## src/rtl/move_entry.sv

```systemverilog
// move_entry: synchronises and debounces nine cell buttons and turns each
// clean press into a one-cycle legal-move command or a one-cycle reject.
module move_entry #(
  parameter int DB_CYCLES = 16,
  parameter int CNT_W     = 16
) (
  input  logic       CLK,
  input  logic       RST,
  input  logic [8:0] btn,
  input  logic [8:0] occ_cpu,
  input  logic       game_active,
  input  logic       clear,
  output logic [3:0] cmd,
  output logic       cmd_valid,
  output logic       reject,
  output logic [8:0] user_occ
);
  typedef enum logic {IDLE, WAIT_REL} state_t;
  state_t state, state_nxt;
  logic [8:0] s1, btn_s, prev, stable;
  logic [CNT_W-1:0] cnt;
  logic eval, acc;
  logic [3:0] idx;
  // stable is loaded on the same edge the counter becomes DB_CYCLES-1
  always_ff @(posedge CLK or negedge RST)
    if (!RST) begin
      s1     <= '0;
      btn_s  <= '0;
      prev   <= '0;
      cnt    <= '0;
      stable <= '0;
    end else begin
      s1    <= btn;
      btn_s <= s1;
      prev  <= btn_s;
      cnt   <= (btn_s != prev) ? '0 : (&cnt) ? cnt : cnt + 1'b1;
      if (btn_s == prev && cnt == CNT_W'(DB_CYCLES - 2)) stable <= btn_s;
    end
  always_comb begin
    eval      = state == IDLE && stable != '0 && !clear;
    acc       = eval && (stable & (stable - 9'd1)) == '0 && game_active &&
                (stable & (user_occ | occ_cpu)) == '0;
    state_nxt = (stable != '0) ? WAIT_REL : IDLE;
    idx       = '0;
    for (int i = 0; i < 9; i++) if (stable[i]) idx = 4'(i);
  end
  always_ff @(posedge CLK or negedge RST)
    if (!RST) state <= IDLE;
    else      state <= state_nxt;
  always_ff @(posedge CLK or negedge RST)
    if (!RST) begin
      cmd       <= '0;
      cmd_valid <= 1'b0;
      reject    <= 1'b0;
      user_occ  <= '0;
    end else begin
      cmd_valid <= acc;
      reject    <= eval && !acc;
      if (acc) cmd <= idx;
      user_occ  <= clear ? '0 : acc ? (user_occ | stable) : user_occ;
    end
endmodule

```

## config.mk

```make
export PLATFORM = sky130hd
export DESIGN_NAME = move_entry
export DESIGN_NICKNAME = d
export VERILOG_FILES = /design/src/rtl/move_entry.sv
export SDC_FILE = /design/constraint.sdc
export NUM_CORES = 1
export LEC_CHECK = 0
export CAP_MARGIN = 20
export CORE_ASPECT_RATIO = 1.25
export CORE_MARGIN = 2
export CORE_UTILIZATION = 40
export DETAILED_ROUTE_END_ITERATION = 7
export HOLD_SLACK_MARGIN = 0.15
export SYNTH_ARGS = -nofsm -noshare
export SYNTH_HDL_FRONTEND = slang
export SYNTH_SLANG_ARGS = --single-unit
export TNS_END_PERCENT = 1
```

## constraint.sdc

```tcl
create_clock -name CLK -period 2.2 [get_ports CLK]
set_input_delay 0.33 -clock CLK [delete_from_list [all_inputs] [get_ports CLK]]
set_output_delay 0.33 -clock CLK [all_outputs]
set_load 0.02 [all_outputs]
```

==> results.toml, run 1 <==
[sta]
rsz0062_at_grt = "false"
clock_skew_ns = 0.00833
max_slew_margin_pct = 72.9
fin_crit_sh_pct = 93.2
maxClockFrequency_ghz = 0.488
fin_setup_tns_ns = 0
hold_viol_final = 0
slew_violations = 0
tightest_slew_ns = 0.403
min_period_ns = 2.05
fin_ws_ns = 0.150
setup_viol = 0

[detailed_routing]
dr.pass1.iters = 4
vias = 1866
route.detailed.drc = 0
ant_nets = 0
drtIter0Drc = 48
finalWirelength_um = 5140
wl_per_cell_um = 13.8
avgViaCountPerCell = 5.02

[clocking]
post-cts-setup-buffers = 0
htreeDepth = 3
clock_sinks = 68
root_buffer = "clkbuf_8"
tritoncts = "yes"
numCtsBuffers = 9
cts_buffer_depth = 2
clk_latency_ns = 0.34
cts.reportedPaths.clkPinSlew_ns = 0.07

[global_route]
grt_pass1_vias = 1843
grt_max_degree = 53
grt-ovfl-total = 0
grt_pass1_wl_um = 8960
grt_usage_pct = 15.3
antenna_found_initial = 0

[critical_path]
critical_path_class = "reg -> reg"
endpoint_kind = "flip-flop"
startpoint_type = "flip-flop"
regToRegStartpoint = "stable[1]"
r2r-end = "cmd[1]"
critPathRequiredTime_ns = 2.42
rrSetupSlack_ns = 0.15
startpoint = "stable[1]"
cp.arrival_ns = 2.27
crit_path_end = "cmd[1]"
worstPathMaxFanout = 7
r2r_cells = 5

[yosys]
yosys_register_bits = 68
synth-xor-area-share_pct = 6.57
synthAdderAreaFrac_pct = 0.894
syn_nets = 248
synth_warnings = 0
synthCells = 224
synth_edf_count = 0
synth_cell_type_count = 43
synthFlopType = "dfrtp_1"
syn_area_per_cell_um2 = 12.5
synth_common_cells = "dfrtp_1, nor2_1, xor2_1, mux2_2, o21ai_0"
synthArstFlopShare_pct = 100
synth_compound_area_share_pct = 9.30
synth.most_common_cell = "dfrtp_1"
synthesis.area_um2 = 2800
synth-simple-area-share_pct = 14.5
synth_top_family_by_area = "simple AND/OR/NAND/NOR gates"
seq_area_frac_synth_pct = 60.8
synth_top_area_share_pct = 60.8
yosys.area.top_type = "dfrtp_1"
synthTopCellsByArea = "dfrtp_1, xor2_1, mux2_2, nor2_1, a22o_1"
synth_mux_area_share_pct = 5.37

[layout]
final_util_pct = 51.2
syn_to_final_growth_pct = 25.4
final_net_count = 301
n_antenna_cell = 0
drive_gt1_share_pct = 18.1
stdcell_area_um2 = 3510

[floorplanning]
io_pins = 37
rows = 34
die_height_um = 97.5
core_um2 = 6850
start_util_pct = 40.8
die_w_um = 78.8
die-area_um2 = 7680

[place]
gp_congestion = 0.797
portBuffers = 36
dpl_cell_area_um2 = 3300
place_hpwl_um = 3670
pre_cts_ws_ns = -0.105

[status]
outcome = "finished, final reports clean"

[flow_run]
max_cap_violations = 0

[pwr]
total_power_mw = 2.35
leakagePower_nw = 1.52
vdd_drop_max_mv = 0.419
powerDensity_nw_per_um2 = 670

[hold_path]
holdCritPathClass = "reg -> reg"
[worst max-delay path, stage by stage (launching register included)]
cell and delay [ns]:
dfrtp_1 0.46, o41ai_1 0.41, nand3_1 0.14, nor3_2 0.28
and4_4 0.31, mux2_2 0.33
[cell families after synthesis]
group	count (synthesis)
fa+ha+maj	2
mux	13
flops	68
buf+inv	10
xor+xnor	21
compound gates	38
simple gates	72
[per-layer routing]
| layer | part of all wire, % | GRT usage [%] |
|---|---|---|
| met1 | 46 | 20.0 |
| met2 | 49 | 22.9 |
| met3 | 4.6 | 5.39 |
| met4 | 1.1 | 6.61 |
| met5 | 0 | 0 |
[what timing repair did]
item / 4_1_cts / 5_1_grt
endpoints found under the hold margin: 16 / 0
hold buffers: 1 / 0
gates resized for setup: 0 / 2
endpoints found under the setup margin: 0 / 13
[layout by cell type (no fill, tap or decap), drive strengths merged, types with 5 or more instances in the layout]
cell            n
xor2           17
dfrtp          68
o21ai          12
nor2           23
nand4           8
clkbuf         10
a22o            9
nor4            8
clkinv          5
buf            11
mux2           13
nand2           6
a21oi           5
nand3           8
clkdlybuf4s50  35
[stage by stage]
stage	hold WS (ns)	std cells
after floorplan	0.0344	224
after global placement	0.282	355
after detailed placement	0.287	355
after CTS	0.353	372
after global routing	0.355	372
final	0.347	372
[worst min path at each step]
stage | from | to | slack [ns] | cells past startpoint
CTS | s1[8] | btn_s[8] | 0.35 | 0
global placement | RST | user_occ[6] | 0.28 | 1
detailed placement | RST | user_occ[6] | 0.29 | 1
global route | s1[5] | btn_s[5] | 0.36 | 0
finish | s1[8] | btn_s[8] | 0.35 | 0
floorplan | RST | btn_s[0] | 0.03 | 0
[cell type report]
class	instances	area [um2]
fill	601	3340
inverter	5	18.8
multi-input combinational	146	1030
clock inverter	6	65.1
timing repair buffer	47	453
sequential	68	1700
tap	90	113
clock buffer	10	128
[power breakdown]
part           total, mW  switching (mW)  internal [mW]
clock network      0.973           0.450          0.523
logic             0.0869          0.0401         0.0468
registers           1.29          0.0131           1.27
[sequential cells by signal (all words and copies together), names as in the netlist]
register and flops:
cmd 4, s1 9, btn_s 9, state 1, cnt 16, cmd_valid 1
stable 9, reject 1, prev 9, user_occ 9
(Power assumes the default switching activity.)
==> inputs of run 2 (changes only) <==
Settings changed: CORE_UTILIZATION 40 to 58, PLACE_DENSITY from default to 0.83, SKIP_LAST_GASP from default to 1.
Clock period 2.2 ns to 2.5 ns, I/O delays scaled along.
==> run 2 against run 1 <==
Effect of this change:
- non-clock buffer count decreased by 8
- clock power shrank 21%
- largest cell class unchanged
- register-to-register slack improved by 0.15 ns
- critical endpoint unchanged
- largest power group unchanged
- highest routed layer unchanged
==> results.toml, run 2 (synthesized netlist as in run 1, its figures left out) <==
[status]
outcome = "finished, final reports clean"

[detailed_routing]
finalWirelength_um = 5100
avgViaCountPerCell = 5.81
drtIter0Drc = 158
route.detailed.drc = 0
dr.pass1.iters = 4
vias = 1934
wl_per_cell_um = 15.3
ant_nets = 0

[clocking]
tritoncts = "yes"
post-cts-setup-buffers = 0
numCtsBuffers = 9
clk_latency_ns = 0.35
cts_resized = 0
root_buffer = "clkbuf_8"
htreeDepth = 3
postCtsHoldBufs = 0
clock_sinks = 68
cts.reportedPaths.clkPinSlew_ns = 0.08
cts_buffer_depth = 2

[pwr]
power_frac_seq_pct = 57.4
leakagePower_nw = 1.46
p_sw_share_pct = 23.5
p_sw_mw = 0.465
pwr-share-comb_pct = 3.7
vdd_drop_max_mv = 0.456
powerDensity_nw_per_um2 = 588
pwr-share-clk_pct = 39.0
intPower_mw = 1.51

[global_route]
antenna_found_initial = 0
grt_pass1_vias = 1898
grt_usage_pct = 21.5
grt_pass1_wl_um = 8520
grt_max_degree = 69
grt-ovfl-total = 0

[critical_path]
cp_slowest_stage_delay_ns = 0.49
worstPathMaxFanout = 9
r2r_cells = 5
startpoint_type = "flip-flop"
crit_path_end = "cmd[1]"
cp_num_buf_inv = 0
critical_path_class = "reg -> reg"
regToRegStartpoint = "stable[6]"
cp_cell_sequence = "o41ai_1 -> nand4_1 -> nor3_2 -> and4_1 -> mux2_2"
cpMaxStageDelayCell = "dfrtp_1"
critPathRequiredTime_ns = 2.73
worst-path-stages = 5
crit_family = "simple AND/OR/NAND/NOR gates"
cp.arrival_ns = 2.43
rrSetupSlack_ns = 0.29
endpoint_kind = "flip-flop"
r2r-end = "cmd[1]"
startpoint = "stable[6]"

[layout]
drive_gt1_share_pct = 15.8
regMostFlops = "cnt"
n_antenna_cell = 0
fill_cells = 368
syn_to_final_growth_pct = 20.3
final_common_cell = "dfrtp_1"
final_cell_mix = "dfrtp_1, clkdlybuf4s50_1, nor2_1, xor2_1"
final_cells = 333
final_net_count = 293
largest_reg_flops = 16

[sta]
rsz0062_at_grt = "false"
setup_viol = 0
min_period_ns = 2.21
fin_crit_sh_pct = 88.2
slew_violations = 0
maxClockFrequency_ghz = 0.453
max_slew_margin_pct = 46.0
tightest_slew_ns = 0.810
hold_viol_final = 0
fin_setup_tns_ns = 0
clock_skew_ns = 0.00763
fin_ws_ns = 0.295

[place]
place_hpwl_um = 3480
gp_congestion = 0.814
dp.cells = 318
pre_cts_ws_ns = 0.168
portBuffers = 36

[hold_path]
holdCritPathClass = "in -> async"

[floorplanning]
die_height_um = 81.7
rows = 28
die-area_um2 = 5400
die_w_um = 66.1
core_um2 = 4690
io_pins = 37
start_util_pct = 59.6

[flow_run]
max_cap_violations = 0
[run 2: cell count changes in the layout (fill, tap and decap cells not counted), sizes merged]
cell         change
bufinv           -1
dlygate4sd3      -1
clkinvlp         +2
clkinv           -2
buf              -7
inv              +1
clkbuf           -1
[run 2: worst min path at each step]
stage	startpoint	endpoint	slack (ns)	cells past startpoint
4_1_cts	RST	user_occ[0]	0.24	2
2_1_floorplan	RST	btn_s[0]	0.08	0
5_1_grt	RST	user_occ[0]	0.28	2
3_5_place_dp	s1[7]	btn_s[7]	0.34	0
3_3_place_gp	s1[1]	btn_s[1]	0.33	0
6_report	RST	user_occ[0]	0.20	2
[run 2: metal layers]
| layer | part of all wire [%] | track usage [%] | vias to the layer above |
|---|---|---|---|
| met5 | 0 | 0 | - |
| met4 | 3.1 | 12.7 | 0 |
| met3 | 5.3 | 5.75 | 17 |
| met2 | 48 | 33.7 | 69 |
| met1 | 44 | 26.9 | 946 |
| li1 | - | - | 902 |
[run 2: layout make-up]
type | instances | area [um2] | area share [%]
clock buffers | 9 | 124 | 3.68
clock inverters | 6 | 41.3 | 1.23
inverters | 5 | 18.8 | 0.558
multi-input cells | 146 | 1030 | 30.5
flip-flops and latches | 68 | 1700 | 50.6
well taps | 60 | 75.1 | 2.23
repair buffers | 39 | 378 | 11.2
[run 2: power by group through the flow]
stage / logic, mW / clock network, mW / registers (mW)
after global placement: 0.0721 / 0 / 1.15
after detailed placement: 0.0743 / 0 / 1.16
final: 0.0731 / 0.770 / 1.13
after floorplan: 0.0153 / 0 / 1.15
after CTS: 0.0754 / 0.782 / 1.13
after global routing: 0.0815 / 0.835 / 1.14
[run 2: through the flow]
| step | power [mW] | instance area, um2 | hold slack, ns | util (%) |
|---|---|---|---|---|
| CTS | 1.99 | 3360 | 0.240 | 71.7 |
| detailed placement | 1.23 | 3200 | 0.338 | 68.2 |
| finish | 1.98 | 3360 | 0.195 | 71.7 |
| global route | 2.05 | 3360 | 0.281 | 71.7 |
| global placement | 1.23 | 3200 | 0.331 | 68.2 |
| floorplan | 1.17 | 2800 | 0.0794 | - |
==> inputs of run 3 (changes only) <==
Settings changed: CAP_MARGIN 20 to default.
==> results of run 3 <==
Final layout, timing and power as in run 2 (identical DEF).
